===== src/rtl/bcd_time_counter.sv =====
// hh:mm:ss time-of-day counter in packed 2-digit BCD with tick advance,
// parallel load, per-field adjust and registered carry/error pulses.
module bcd_time_counter #(
  parameter logic [7:0] SEC_MAX  = 8'h59,
  parameter logic [7:0] MIN_MAX  = 8'h59,
  parameter logic [7:0] HOUR_MAX = 8'h23
) (
  input  logic       clk,
  input  logic       rst_n,
  input  logic       tick_1hz,
  input  logic       run_en,
  input  logic       load,
  input  logic [7:0] load_hh,
  input  logic [7:0] load_mm,
  input  logic [7:0] load_ss,
  input  logic       adj_inc,
  input  logic [1:0] adj_sel,
  output logic [7:0] hh,
  output logic [7:0] mm,
  output logic [7:0] ss,
  output logic       min_carry,
  output logic       hour_carry,
  output logic       day_carry,
  output logic       load_err
);

  localparam logic [1:0] SEL_SS = 2'b00;
  localparam logic [1:0] SEL_MM = 2'b01;
  localparam logic [1:0] SEL_HH = 2'b10;

  // BCD +1 with wrap to 00 once the field sits at its maximum
  function automatic logic [7:0] bcd_inc(input logic [7:0] v, input logic [7:0] max);
    logic [7:0] r;
    if (v == max)            r = 8'h00;
    else if (v[3:0] == 4'd9) r = {4'(v[7:4] + 4'd1), 4'h0};
    else                     r = {v[7:4], 4'(v[3:0] + 4'd1)};
    return r;
  endfunction

  function automatic logic bcd_ok(input logic [7:0] v, input logic [7:0] max);
    return (v[7:4] <= 4'd9) && (v[3:0] <= 4'd9) && (v <= max);
  endfunction

  logic [7:0] hh_n, mm_n, ss_n;
  logic       min_n, hour_n, day_n, err_n;
  logic       load_valid, ss_wrap, mm_wrap, hh_wrap;

  assign load_valid = bcd_ok(load_hh, HOUR_MAX) && bcd_ok(load_mm, MIN_MAX)
                      && bcd_ok(load_ss, SEC_MAX);
  assign ss_wrap = (ss == SEC_MAX);
  assign mm_wrap = ss_wrap && (mm == MIN_MAX);
  assign hh_wrap = mm_wrap && (hh == HOUR_MAX);

  // Next-state: load beats adjust beats tick; lower-priority events are dropped
  always_comb begin
    hh_n   = hh;
    mm_n   = mm;
    ss_n   = ss;
    min_n  = 1'b0;
    hour_n = 1'b0;
    day_n  = 1'b0;
    err_n  = 1'b0;
    if (load) begin
      if (load_valid) begin
        hh_n = load_hh;
        mm_n = load_mm;
        ss_n = load_ss;
      end else begin
        err_n = 1'b1;
      end
    end else if (adj_inc) begin
      case (adj_sel)
        SEL_SS:  ss_n = bcd_inc(ss, SEC_MAX);
        SEL_MM:  mm_n = bcd_inc(mm, MIN_MAX);
        SEL_HH:  hh_n = bcd_inc(hh, HOUR_MAX);
        default: ;
      endcase
    end else if (tick_1hz && run_en) begin
      ss_n  = bcd_inc(ss, SEC_MAX);
      min_n = ss_wrap;
      if (ss_wrap) mm_n = bcd_inc(mm, MIN_MAX);
      hour_n = mm_wrap;
      if (mm_wrap) hh_n = bcd_inc(hh, HOUR_MAX);
      day_n = hh_wrap;
    end
  end

  always_ff @(posedge clk or negedge rst_n) begin
    if (!rst_n) begin
      hh         <= 8'h00;
      mm         <= 8'h00;
      ss         <= 8'h00;
      min_carry  <= 1'b0;
      hour_carry <= 1'b0;
      day_carry  <= 1'b0;
      load_err   <= 1'b0;
    end else begin
      hh         <= hh_n;
      mm         <= mm_n;
      ss         <= ss_n;
      min_carry  <= min_n;
      hour_carry <= hour_n;
      day_carry  <= day_n;
      load_err   <= err_n;
    end
  end

endmodule


===== config.mk =====
export PLATFORM = sky130hd
export DESIGN_NAME = bcd_time_counter
export DESIGN_NICKNAME = d
export VERILOG_FILES = /design/src/rtl/bcd_time_counter.sv
export SDC_FILE = /design/constraint.sdc
export NUM_CORES = 1
export LEC_CHECK = 0
export ABC_AREA = 1
export BUFFER_PORTS_ARGS = -buffer_cell sky130_fd_sc_hd__buf_4
export CAP_MARGIN = 20
export CORE_UTILIZATION = 45
export DETAILED_ROUTE_END_ITERATION = 16
export GPL_ROUTABILITY_DRIVEN = 0
export PLACE_DENSITY = 0.71
export SKIP_LAST_GASP = 1
export SLEW_MARGIN = 20
export SYNTH_ARGS = -nofsm -noshare
export SYNTH_HDL_FRONTEND = slang
export SYNTH_SLANG_ARGS = --single-unit

===== constraint.sdc =====
create_clock -name clk -period 2.92 [get_ports clk]
set_clock_uncertainty 0.05 [all_clocks]
set_input_delay 0.584 -clock clk [delete_from_list [all_inputs] [get_ports clk]]
set_output_delay 0.584 -clock clk [all_outputs]
set_load 0.01 [all_outputs]

* Word-level counts from Yosys, hierarchy flattened
Index checks and enable logic that the tools add are counted.
** Storage, ports and cells
- Input port bits :: 32
- Output and inout bits :: 28
- Register bits after elaboration :: 28
- Word-level logic and storage cells :: 86
** Operators by class
- Equal/unequal tests :: 12
- $add $sub $neg :: 6
- Reduce and logical (&&, ||, !) cells :: 18
- Muxes and demuxes :: 34
- Order comparisons :: 9
** Operators with widths (number)
- $mux 8 :: 23
- $add 4x1->4 const B :: 6
- $le 4x4->1 const B :: 6
- $eq 8x7->1 const B :: 2
- $le 8x7->1 const B :: 2
- $eq 4x4->1 const B :: 3
- $logic_and 1x1->1 :: 11
- $mux 1 :: 11
- $ne 3x2->1 const B :: 3
- $reduce_bool 3->1 :: 3
- $eq 8x6->1 const B :: 1
- $le 8x6->1 const B :: 1
- $reduce_and 4->1 :: 2
- $reduce_and 3->1 :: 1
- $eq 2x1->1 const B :: 1
- $eq 2x2->1 const B :: 1
- $logic_not 2->1 :: 1
- $ne 2x1->1 const B :: 1

* Logic depth before layout (Yosys ltp)
- Depth in word-level cells :: 7
- Mapped depth :: 11
- Depth with buffers taken out :: 11

* Worst setup path after synthesis
Ideal clock, no wire load.
- Kind :: flip-flop to flip-flop
- Start :: register mm[1]
- End :: register hh[2]
- Library setup time :: 0.117 ns
- Arrival :: 1.452 ns
- Setup slack :: 1.301 ns
- Path buffers :: 0
- Cell stages (with the launch flop) :: 12
- Period minus slack after synthesis :: 1.619 ns
- Data required time :: 2.753 ns
- Cell sequence :: dfrtp_1 > inv_1 > ha_1 > nand2_1 > nor2_2 > inv_1 > nor2_1 > o21ai_1 > nor2_8 > nand2_2 > nand2_1 > nand2_1
** On the way
- Longest elaborated chain between the ends :: 4
** Ends and longest elaborated chain
- from (decl) :: line 19 : output logic [7:0] mm,
- from (signal assigned) :: line 99 : mm <= mm_n;
- $eq 8x7->1 :: line 51 : assign mm_wrap = ss_wrap && (mm == MIN_MAX);
- $logic_and 1x1->1 :: line 51
- $reduce_bool 3->1 (no line)
- $reduce_and 4->1 (no line)
- to (signal assigned) :: line 98 : hh <= hh_n;
- to (decl) :: line 18 : output logic [7:0] hh,
Every way passes these cells.
A chain may end at the register's enable or synchronous reset.

* Worst setup path after layout
- Start :: register mm[1]
- End :: register mm[7]
** On the way
- Longest elaborated chain between the ends :: 7
- Elaborated cells on any way between the ends :: 9
- Those cells by class :: eq/ne: 2; mux: 7
** Ends and longest elaborated chain
- $eq 4x4->1 :: line 35 : else if (v[3:0] == 4'd9) r = {4'(v[7:4] + 4'd1), 4'h0};
- $mux 8
- $mux 8 * :: line 34 : if (v == max) r = 8'h00;
- $mux 8 :: line 81 : if (ss_wrap) mm_n = bcd_inc(mm, MIN_MAX);
- $mux 8 :: line 78 : end else if (tick_1hz && run_en) begin
- $mux 8 * :: line 71 : end else if (adj_inc) begin
- $mux 8 * :: line 63 : if (load) begin
Mark *: on every way between the ends. The rest lies on a longest branch, timed or not. The select of a mux whose other input is x is not followed.

==> parameters.txt <==
Parameter                              Value

Logic synthesis
  Most used DFF post-synth    sky130_fd_sc_hd__dfrtp_1
  Cell variety after synth    29
  Share of synthesized registers carrying an async set or reset    100%
  Syn_nets    310
  Largest cells by area after synthesis    sky130_fd_sc_hd__dfrtp_1 (35%), sky130_fd_sc_hd__nand2_1 (14%), sky130_fd_sc_hd__ha_1 (6.2%), sky130_fd_sc_hd__o21ai_0 (5.4%), sky130_fd_sc_hd__inv_1 (5.0%)
  Number of cells produced by synthesis    268
  Area leader, netlist    sky130_fd_sc_hd__dfrtp_1
  Ranking of synthesized cells by instance count    sky130_fd_sc_hd__nand2_1 (78), sky130_fd_sc_hd__dfrtp_1 (28), sky130_fd_sc_hd__inv_1 (27)
  Mean Syn Cell Area    7.54 um2
  Proportion of synthesized chip area in sequential cells    34.7%
  Mapped cell area    2020 um2
  Synthesized flop and latch total    28
  Yosys warning count    0
  Proportion of netlist area held by the largest area contributor    34.7%
  Number of flops mapped to enable cells by yosys    0
  Top-count cell post-synth    sky130_fd_sc_hd__nand2_1

Global routing
  Via count of the first global-routing pass    1803
  Global routing's busiest layer    met2
  Overall global routing resource usage    20.9%
  Met1 capacity usage during global routing    29.7%
  Global-route track usage on met3    2.34%
  Met2 usage    34.4%
  Final global-route overflow total    0
  Number of antenna violations at the first check in global routing    0
  Largest net degree at the start of global routing    33
  Global-route wire length before repair    8230 um

Routing
  Drt pass-1 iters    4
  Total vias in the final route    1945
  WL/cell    12.7 um
  Iter 0 DRT Violations    84
  Overall routed net length    4820 um
  Vias per std cell    5.13
  Residual antenna-violating net count after detailed routing    0
  Post-route DRC    0

Timing
  Share of the cycle needed by the critical path after routing    62.1%
  Relative max-transition margin    74.7%
  Hold slack final    160 ps
  Aggregate negative setup slack    0 ps
  Unrepaired setup endpoints after global routing    no
  Setup violators final    0
  Worst-margin pin slew    377 ps
  Top achievable clock speed    551 MHz
  Final worst path period need    1810 ps
  Final count of hold timing violations    0
  Count of pins over their slew limit    0
  Worst Slack Setup Final    1110 ps

Floorplanning
  Die span in x    69.0 um
  Top-level port count    60
  Count of standard-cell rows    24
  Chip Height    69.0 um
  Die area    4760 um2
  Core area    4320 um2
  Initial cell density of the core    46.7%

Power and ir drop
  Total power draw    1280 uW
  Clock power frac    19.0%
  Power per cell area    502 nW/um2
  Leakage Power    0.00132 uW
  Power share of the sequential group    43.8%
  Internal power    807 uW
  Switching power    478 uW
  Max rail drop VDD    258 uV
  Net switching fraction of the power    37.2%
  Comb pwr share    37.3%

Final layout
  Area grow syn2layout    26.6%
  Share of final-layout standard cells stronger than drive strength 1    25.7%
  Post-layout utilization of the core    59.2%
  Net count of the finished layout    370
  Antenna diode count    0

Clock network
  Clk Tree Root Cell    sky130_fd_sc_hd__clkbuf_8
  Post-cts resize count    0
  Post-CTS Setup Repair Bufs    0
  TritonCTS clock tree    done
  Sink count of the clock tree    28
  Worst-path clk slew    100 ps
  Cts hold-fix bufs    0
  Maximum number of buffers from clock root to sink    2
  H-tree lvl count    1
  Clock buffers created by TritonCTS    3
  Insertion delay to the later sink of the worst-skew pair    270 ps

Run status
  Outcome    finished clean

Placement
  PortBufs    59
  Post-placement setup slack    939 ps
  Total half-perimeter wirelength after legalization and detailed placement    3790 um

Setup path
  Worst endpoint required time    3040 ps
  Max FO, Critical Path    7
  Type of element launching the critical path    flip-flop
  Endpoint arrival time on the critical path    1930 ps
  Type of element capturing the critical path    flip-flop
  Setup CP Type    flip-flop to flip-flop

Run
  Max cap viols    0

Hold path
  Worst hold path class    input pin to async pin
power groups by stage:
| stage | Clock [uW] | Combinational [uW] | Sequential (uW) |
|---|---|---|---|
| global route | 265 | 538 | 575 |
| floorplan | 0 | 245 | 584 |
| global placement | 0 | 472 | 566 |
| finish | 244 | 478 | 562 |
| CTS | 249 | 483 | 560 |
| detailed placement | 0 | 481 | 567 |
worst max-delay path, cell delays in order (launching register included):
cell,delay (ps)
sky130_fd_sc_hd__dfrtp_1,440
sky130_fd_sc_hd__inv_1,80
sky130_fd_sc_hd__ha_1,130
sky130_fd_sc_hd__nand2_1,60
sky130_fd_sc_hd__nor2_2,150
sky130_fd_sc_hd__nor2_1,90
sky130_fd_sc_hd__inv_1,200
sky130_fd_sc_hd__nand2_1,70
sky130_fd_sc_hd__inv_1,60
sky130_fd_sc_hd__nand4_1,200
sky130_fd_sc_hd__nand2_1,110
sky130_fd_sc_hd__nand2_1,60
layout make-up:
cell class,instances,area (um2)
fillers,435,1770
clock buffers,4,55.1
inverters,31,116
well taps,52,65.1
repair buffers,59,443
flip-flops and latches,28,701
multi-input cells,205,1180
kinds of logic after synthesis:
logic type,Yosys count,synth area share [%]
AO/OA/AOI/OAI,41,12.4
flip-flops,28,34.7
AND/OR/NAND/NOR,143,35.0
XOR/XNOR,11,4.77
adder cells (fa/ha/maj),10,6.19
buffers and inverters,35,7.00
flip-flops by register name (all words and copies together) (netlist names):
signal	count
hh	8
day_carry	1
min_carry	1
hour_carry	1
mm	8
load_err	1
ss	8
worst paths after layout:
kind / startpoint / slack, ps / end / cells after the start
worst max-delay path: mm[1] / 1110 / mm[7] / 11
worst min-delay path: rst_n / 160 / hh[2] / 1
worst max register to register: mm[1] / 1110 / mm[7] / 11
worst min register to register: ss[7] / 490 / ss[7] / 2
max in group asynchronous: rst_n / 2400 / mm[2] / 1
min in group clk: ss[7] / 490 / ss[7] / 2
cell usage in the layout (no fill, tap or decap), drive strengths merged, types with 2 or more instances in the layout:
cell type / instances
nor2: 25
dfrtp: 28
inv: 31
xnor2: 5
nand2: 80
clkbuf: 4
ha: 10
xor2: 6
nor3: 3
o21ai: 28
buf: 59
nand3: 23
nand4: 12
a21oi: 5
o31ai: 2
a22oi: 4
stage by stage:
stage | instance area, um2 | cells
after detailed placement | 2500 | 375
after global placement | 2500 | 375
after global routing | 2560 | 379
after CTS | 2560 | 379
final | 2560 | 379
after floorplan | 2020 | 268
routing by layer:
layer / wire length (um) / share of wire [%]
met5: 0 / 0
met4: 36 / 0.75
met3: 214 / 4.4
met2: 2230 / 46
met1: 2340 / 48
Power figures use the tool's default switching activity.
